### src/rtl/sqrt_accel_param.sv
`default_nettype none
// ============================================================================
// sqrt_accel_param : bus-mapped restoring square-root unit, one root bit/cycle
// Optional REMAINDER register enabled by macro SQRT_ACCEL_REMAINDER_EN.
// Revision 1.0
// ============================================================================
module sqrt_accel_param #(
  parameter int WIDTH = 32
) (
  input  logic        clk,
  input  logic        reset,
  input  logic        cs,
  input  logic        we,
  input  logic [31:0] addr,
  input  logic [31:0] wdata,
  output logic [31:0] rdata,
  output logic        irq
);

  localparam int RW = WIDTH / 2;
  localparam int CW = (RW > 1) ? $clog2(RW) : 1;
  localparam int AW = RW + 3;

  typedef enum logic [0:0] {
    IDLE    = 1'b0,
    COMPUTE = 1'b1
  } state_t;

  state_t state, state_next;

  logic [WIDTH-1:0] radicand;
  logic [WIDTH-1:0] shift;
  logic [RW-1:0]    root;
  logic [RW-1:0]    q;
  logic [AW-1:0]    acc;
  logic [CW-1:0]    cnt;
  logic             done;
  logic             overrun;
`ifdef SQRT_ACCEL_REMAINDER_EN
  logic [RW:0]      remainder;
`endif

  logic busy, wr_radicand, wr_status, rd_root, start, last;

  assign busy        = (state == COMPUTE);
  assign wr_radicand = cs && we && (addr[3:2] == 2'b00);
  assign wr_status   = cs && we && (addr[3:2] == 2'b10);
  assign rd_root     = cs && !we && (addr[3:2] == 2'b01);
  assign start       = wr_radicand && (state == IDLE);
  assign last        = busy && (cnt == CW'(RW - 1));

  // Restoring step: bring down the next radicand pair, try subtracting 4q+1.
  logic [AW-1:0] acc_sh, trial, acc_next;
  logic [RW-1:0] q_next;

  always_comb begin
    acc_sh   = {acc[AW-3:0], shift[WIDTH-1:WIDTH-2]};
    trial    = {1'b0, q, 2'b01};
    acc_next = acc_sh;
    q_next   = {q[RW-2:0], 1'b0};
    if (acc_sh >= trial) begin
      acc_next = acc_sh - trial;
      q_next   = {q[RW-2:0], 1'b1};
    end
  end

  always_ff @(posedge clk) begin
    if (reset) state <= IDLE;
    else       state <= state_next;
  end

  always_comb begin
    state_next = state;
    case (state)
      IDLE:    if (start) state_next = COMPUTE;
      COMPUTE: if (last)  state_next = IDLE;
      default: state_next = IDLE;
    endcase
  end

  always_ff @(posedge clk) begin
    if (reset) begin
      radicand <= '0;
      shift    <= '0;
      root     <= '0;
      q        <= '0;
      acc      <= '0;
      cnt      <= '0;
      done     <= 1'b0;
      overrun  <= 1'b0;
    end else begin
      if (start) begin
        radicand <= wdata[WIDTH-1:0];
        shift    <= wdata[WIDTH-1:0];
        q        <= '0;
        acc      <= '0;
        cnt      <= '0;
      end else if (busy) begin
        shift <= {shift[WIDTH-3:0], 2'b00};
        acc   <= acc_next;
        q     <= q_next;
        cnt   <= cnt + CW'(1);
        if (last) root <= q_next;
      end

      // Completion wins over a same-edge ROOT read.
      if (start)        done <= 1'b0;
      else if (last)    done <= 1'b1;
      else if (rd_root) done <= 1'b0;

      if (wr_radicand && busy)         overrun <= 1'b1;
      else if (wr_status && wdata[2])  overrun <= 1'b0;
    end
  end

`ifdef SQRT_ACCEL_REMAINDER_EN
  always_ff @(posedge clk) begin
    if (reset)     remainder <= '0;
    else if (last) remainder <= acc_next[RW:0];
  end
`endif

  always_comb begin
    rdata = '0;
    if (cs && !we) begin
      case (addr[3:2])
        2'b00:   rdata = 32'(radicand);
        2'b01:   rdata = 32'(root);
        2'b10:   rdata = {29'b0, overrun, done, busy};
`ifdef SQRT_ACCEL_REMAINDER_EN
        2'b11:   rdata = 32'(remainder);
`else
        2'b11:   rdata = '0;
`endif
        default: rdata = '0;
      endcase
    end
  end

  assign irq = done;

  // The two top accumulator bits never carry a remainder; undecoded bus bits.
  logic unused_bits;
  assign unused_bits = ^{addr[31:4], addr[1:0], wdata, acc[AW-1:AW-2]};

endmodule
`default_nettype wire

### config.mk
export PLATFORM = sky130hd
export DESIGN_NAME = sqrt_accel_param
export DESIGN_NICKNAME = d
export VERILOG_FILES = /design/src/rtl/sqrt_accel_param.sv
export SDC_FILE = /design/constraint.sdc
export NUM_CORES = 1
export LEC_CHECK = 0
export CORE_UTILIZATION = 53
export CTS_CLUSTER_SIZE = 25
export DETAILED_ROUTE_END_ITERATION = 7
export PLACE_DENSITY = 0.8
export SYNTH_ARGS = -nofsm -noshare
export SYNTH_HDL_FRONTEND = slang
export SYNTH_SLANG_ARGS = --single-unit
### constraint.sdc
create_clock -name clk -period 2.8 [get_ports clk]
set_clock_uncertainty 0.2 [all_clocks]
set_input_delay 0.42 -clock clk [delete_from_list [all_inputs] [get_ports clk]]
set_output_delay 0.42 -clock clk [all_outputs]
set_load 0.05 [all_outputs]
==> results.tsv <==
stage	metric	value	unit
synthesis	number_of_synthesized_flops_with_an_enable_pin	0	
clock_tree	clk-insertion-delay-late	0.52	ns
min_path	min_to	acc[11]	
setup_path	cp-end-kind	register	
power	seqPwrFrac	37.3	%
global_route	overflow	0	
power	power.share.clock	49.1	%
synthesis	mappedNetlistNets	820	
die	core_footprint	10900	um^2
final_layout	most_frequent_standard_cell_in_the_layout_excluding_fill_and_tap_cells	dfxtp_1	
place	port_buffers	70	
synthesis	number_of_storage_elements_in_the_synthesis_netlist	120	
sta	fmaxAchievable	373	MHz
clock_tree	path_clk_slew	0.06	ns
setup_path	peak_fanout_along_the_critical_path	7	
final_layout	antenna_cells	0	
sta	final-setup-viol-count	0	
outcome	run_status	finished, final reports clean	
synthesis	asyncSetResetFlopFracSynth	0	%
setup_path	timing.critical_path.slowest_cell_delay	0.55	ns
die	ios	101	
drt	wl_per_cell	16.6	um
sta	report.final.slew_viol_count	0	
power	power_share_of_the_combinational_group	13.7	%
global_route	grt_pass1_wl	25.5	mm
drt	route.top_layer_used	met4	
drt	routed_via_density	5.75	
die	initial_utilization	54.5	%
global_route	track_usage	28.4	%
drt	detail-route-antenna-nets	0	
synthesis	avgSynthCellArea	8.09	um^2
synthesis	yosysSeqAreaShare	40.5	%
sta	tightestPinTransition	0.842	ns
place	place_congestion	0.931	
clock_tree	cts_tree	yes	
min_path	hold_path_startpoint	reset	
clock_tree	clock-sinks	120	
min_path	hold_path_class	input pin to register	
clock_tree	cts_bufs_inserted	17	
power	switching_power	0.00116	W
synthesis	synth_cell_types	53	
final_layout	nets	884	
clock_tree	cts_hold_buffers	0	
sta	final.min_clock_period	2.68	ns
min_path	hold-path-cell-count	4	
synthesis	dominantRegCellSynth	dfxtp_1	
setup_path	worstSetupStartpointType	register	
power	pwr_density_cell	606	nW/um^2
setup_path	critical_path_class	register to register	
die	die_h	108	um
global_route	number_of_antenna_violations_at_the_first_check_in_global_routing	0	
drt	drt_iter0_markers	345	
drt	drc_errors	0	
setup_path	rr_worst_depth	8	
drt	route.met3.wl	758	um
place	detailed_place_hpwl	10.3	mm
final_layout	fraction_of_layout_instances_using_a_drive_strength_above_1	13.5	%
global_route	grt_start_max_net_pins	83	
clock_tree	clockRootBuffer	clkbuf_8	
synthesis	ys_top_cells_by_area	dfxtp_1 (40%), mux2i_1 (10%), a21oi_1 (8.3%), nand2_1 (6.9%), nor2_1 (6.6%)	
setup_path	r2r_end	acc[16]	
drt	met2WireLength	7.77	mm
sta	min_hold_slack	0.115	ns
synthesis	netlist_instances	733	
synthesis	post_synth_top_area_share	40.5	%
setup_path	path_buf_inv	1	
synthesis	syn_area	5930	um^2
drt	dr.pass1.iters	7	
drt	vias	5466	
power	p_leak	2.92	nW
die	rows	38	
setup_path	cp.required	3.01	ns
setup_path	cp_slowest_cell	a2111oi_0	
sta	hold_violations	0	
sta	timing.final.ws_setup	0.121	ns
global_route	grt_pass1_vias	5460	
place	placement.setup.worst_slack	0.122	ns
drt	postRouteWirelength	15.8	mm
run	timing.max_cap.violations	0	
final_layout	layout-area-overhead-vs-synth	31.7	%
sta	final.setup.tns	0	ns
sta	min_period_over_period	95.7	%
setup_path	setup.reg_to_reg.worst_slack	0.12	ns
power	cell_internal_pwr	0.00358	W
power	ir_drop	0.000339	V
setup_path	worst-endpoint-arrival	2.89	ns
synthesis	synth.yosys.warnings	0	
sta	max-slew-margin-rel	43.9	%
sta	rsz0062_at_grt	false	
setup_path	reg2reg_from	q[11]	
die	die_width	108	um
clock_tree	max-clock-path-buffers	2	
power	power_switching_share	24.4	%
final_layout	layout_common_cells	dfxtp_1 (119), nand2_1 (109), nor2_1 (104)	
die	fp.dieArea	11600	um^2
synthesis	synth_area_leader_cell	dfxtp_1	
setup_path	worst_path_dominant_cell_family	compound AO/OA/AOI/OAI gates	
setup_path	path_cells	inv_1 -> ha_1 -> a21oi_1 -> o21bai_1 -> a2111oi_0 -> a2bb2oi_1 -> xnor2_1 -> o31ai_1	
clock_tree	htree_levels	4	
drt	wl_met1	6.77	mm
==> worst max path at each step <==
stage | cells past startpoint | start | slack [ns] | endpoint
2_1_floorplan | 4 | addr[2] | 0.27 | rdata[10]
3_3_place_gp | 8 | addr[2] | 0.18 | radicand[24]
3_5_place_dp | 8 | addr[2] | 0.12 | radicand[29]
4_1_cts | 9 | q[4] | 0.05 | acc[16]
5_1_grt | 9 | q[0] | 0.02 | acc[16]
6_report | 8 | q[11] | 0.12 | acc[16]
==> cell families (layout without fill, tap and decap cells) <==
family	count (synthesis)	in the layout	share of synthesized area, %
DFF	120	120	40.5
muxes	61	61	10.3
adders and majority gates	19	19	4.01
buffers and inverters	68	145	4.66
AOI/OAI and AO/OA	170	170	17.6
xor gates and xnor gates	13	13	1.92
and+or+nand+nor	282	282	21.0
==> state kept, by name (all words and copies together), names as in the netlist, 4 cells and up <==
name / cells
radicand: 32
shift: 32
acc: 17
q: 16
root: 16
cnt: 4
==> power by group through the flow <==
stage | logic (W) | clock network, W | registers, W
floorplan | 0.000458 | 0 | 0.00179
global placement | 0.000611 | 0 | 0.00180
detailed placement | 0.000619 | 0 | 0.00180
CTS | 0.000630 | 0.00234 | 0.00176
global route | 0.000699 | 0.00243 | 0.00177
finish | 0.000647 | 0.00232 | 0.00176
==> worst min-delay path, delay by kind of cell <==
kind	cells	cell delay [ns]
simple gates	1	0.11
compound gates	2	0.13
buf+inv	1	0.12
==> layout make-up <==
class                      count  area, um^2
sequential                   120        2410
timing repair buffer          93        1210
multi-input combinational    545        3300
clock buffer                  22         473
clock inverter                10         165
fill                         771        3080
inverter                      20        75.1
tap                          140         175
==> layer usage <==
| layer | up-vias | track usage [%] |
|---|---|---|
| met3 | 47 | 6.23 |
| met1 | 2588 | 33.8 |
| met2 | 187 | 48.1 |
| met4 | 0 | 13.7 |
| li1 | 2644 | - |
| met5 | - | 0 |
==> repair_timing <==
item                                    4_1_cts  5_1_grt
buffers inserted                              0        0
endpoints found under the setup margin        0       14
resized for setup                             0        8
==> cells in the mapped netlist (2+ instances only) <==
library cell	n
nor2_1	104
buf_6	2
nor2b_1	6
nor4_1	2
o31ai_1	4
a211oi_1	4
nand3_1	4
a21oi_1	98
nor3_1	11
nor4_2	2
xor2_1	7
buf_1	3
inv_1	20
nand2b_1	3
a21o_1	3
o21bai_1	3
ha_1	19
and2_1	17
xnor2_1	6
a211oi_2	2
a41oi_1	4
o31a_1	2
mux2i_1	61
o21ai_0	16
a22o_1	13
buf_2	4
a211o_1	2
clkbuf_1	38
a21o_2	2
a31oi_1	3
o21a_1	6
nand3b_1	2
nand4_1	8
nand2_1	109
nor3b_1	6
dfxtp_1	120
==> per-stage QoR <==
stage / std cells / power [W] / cell area, um^2 / utilization, %
after global routing: 950 / 0.00489 / 7810 / 71.8
after CTS: 950 / 0.00473 / 7780 / 71.5
final: 950 / 0.00474 / 7810 / 71.8
after floorplan: 733 / 0.00225 / 5930 / -
after global placement: 918 / 0.00241 / 7140 / 65.6
after detailed placement: 918 / 0.00242 / 7140 / 65.6
(Power assumes the default switching activity.)
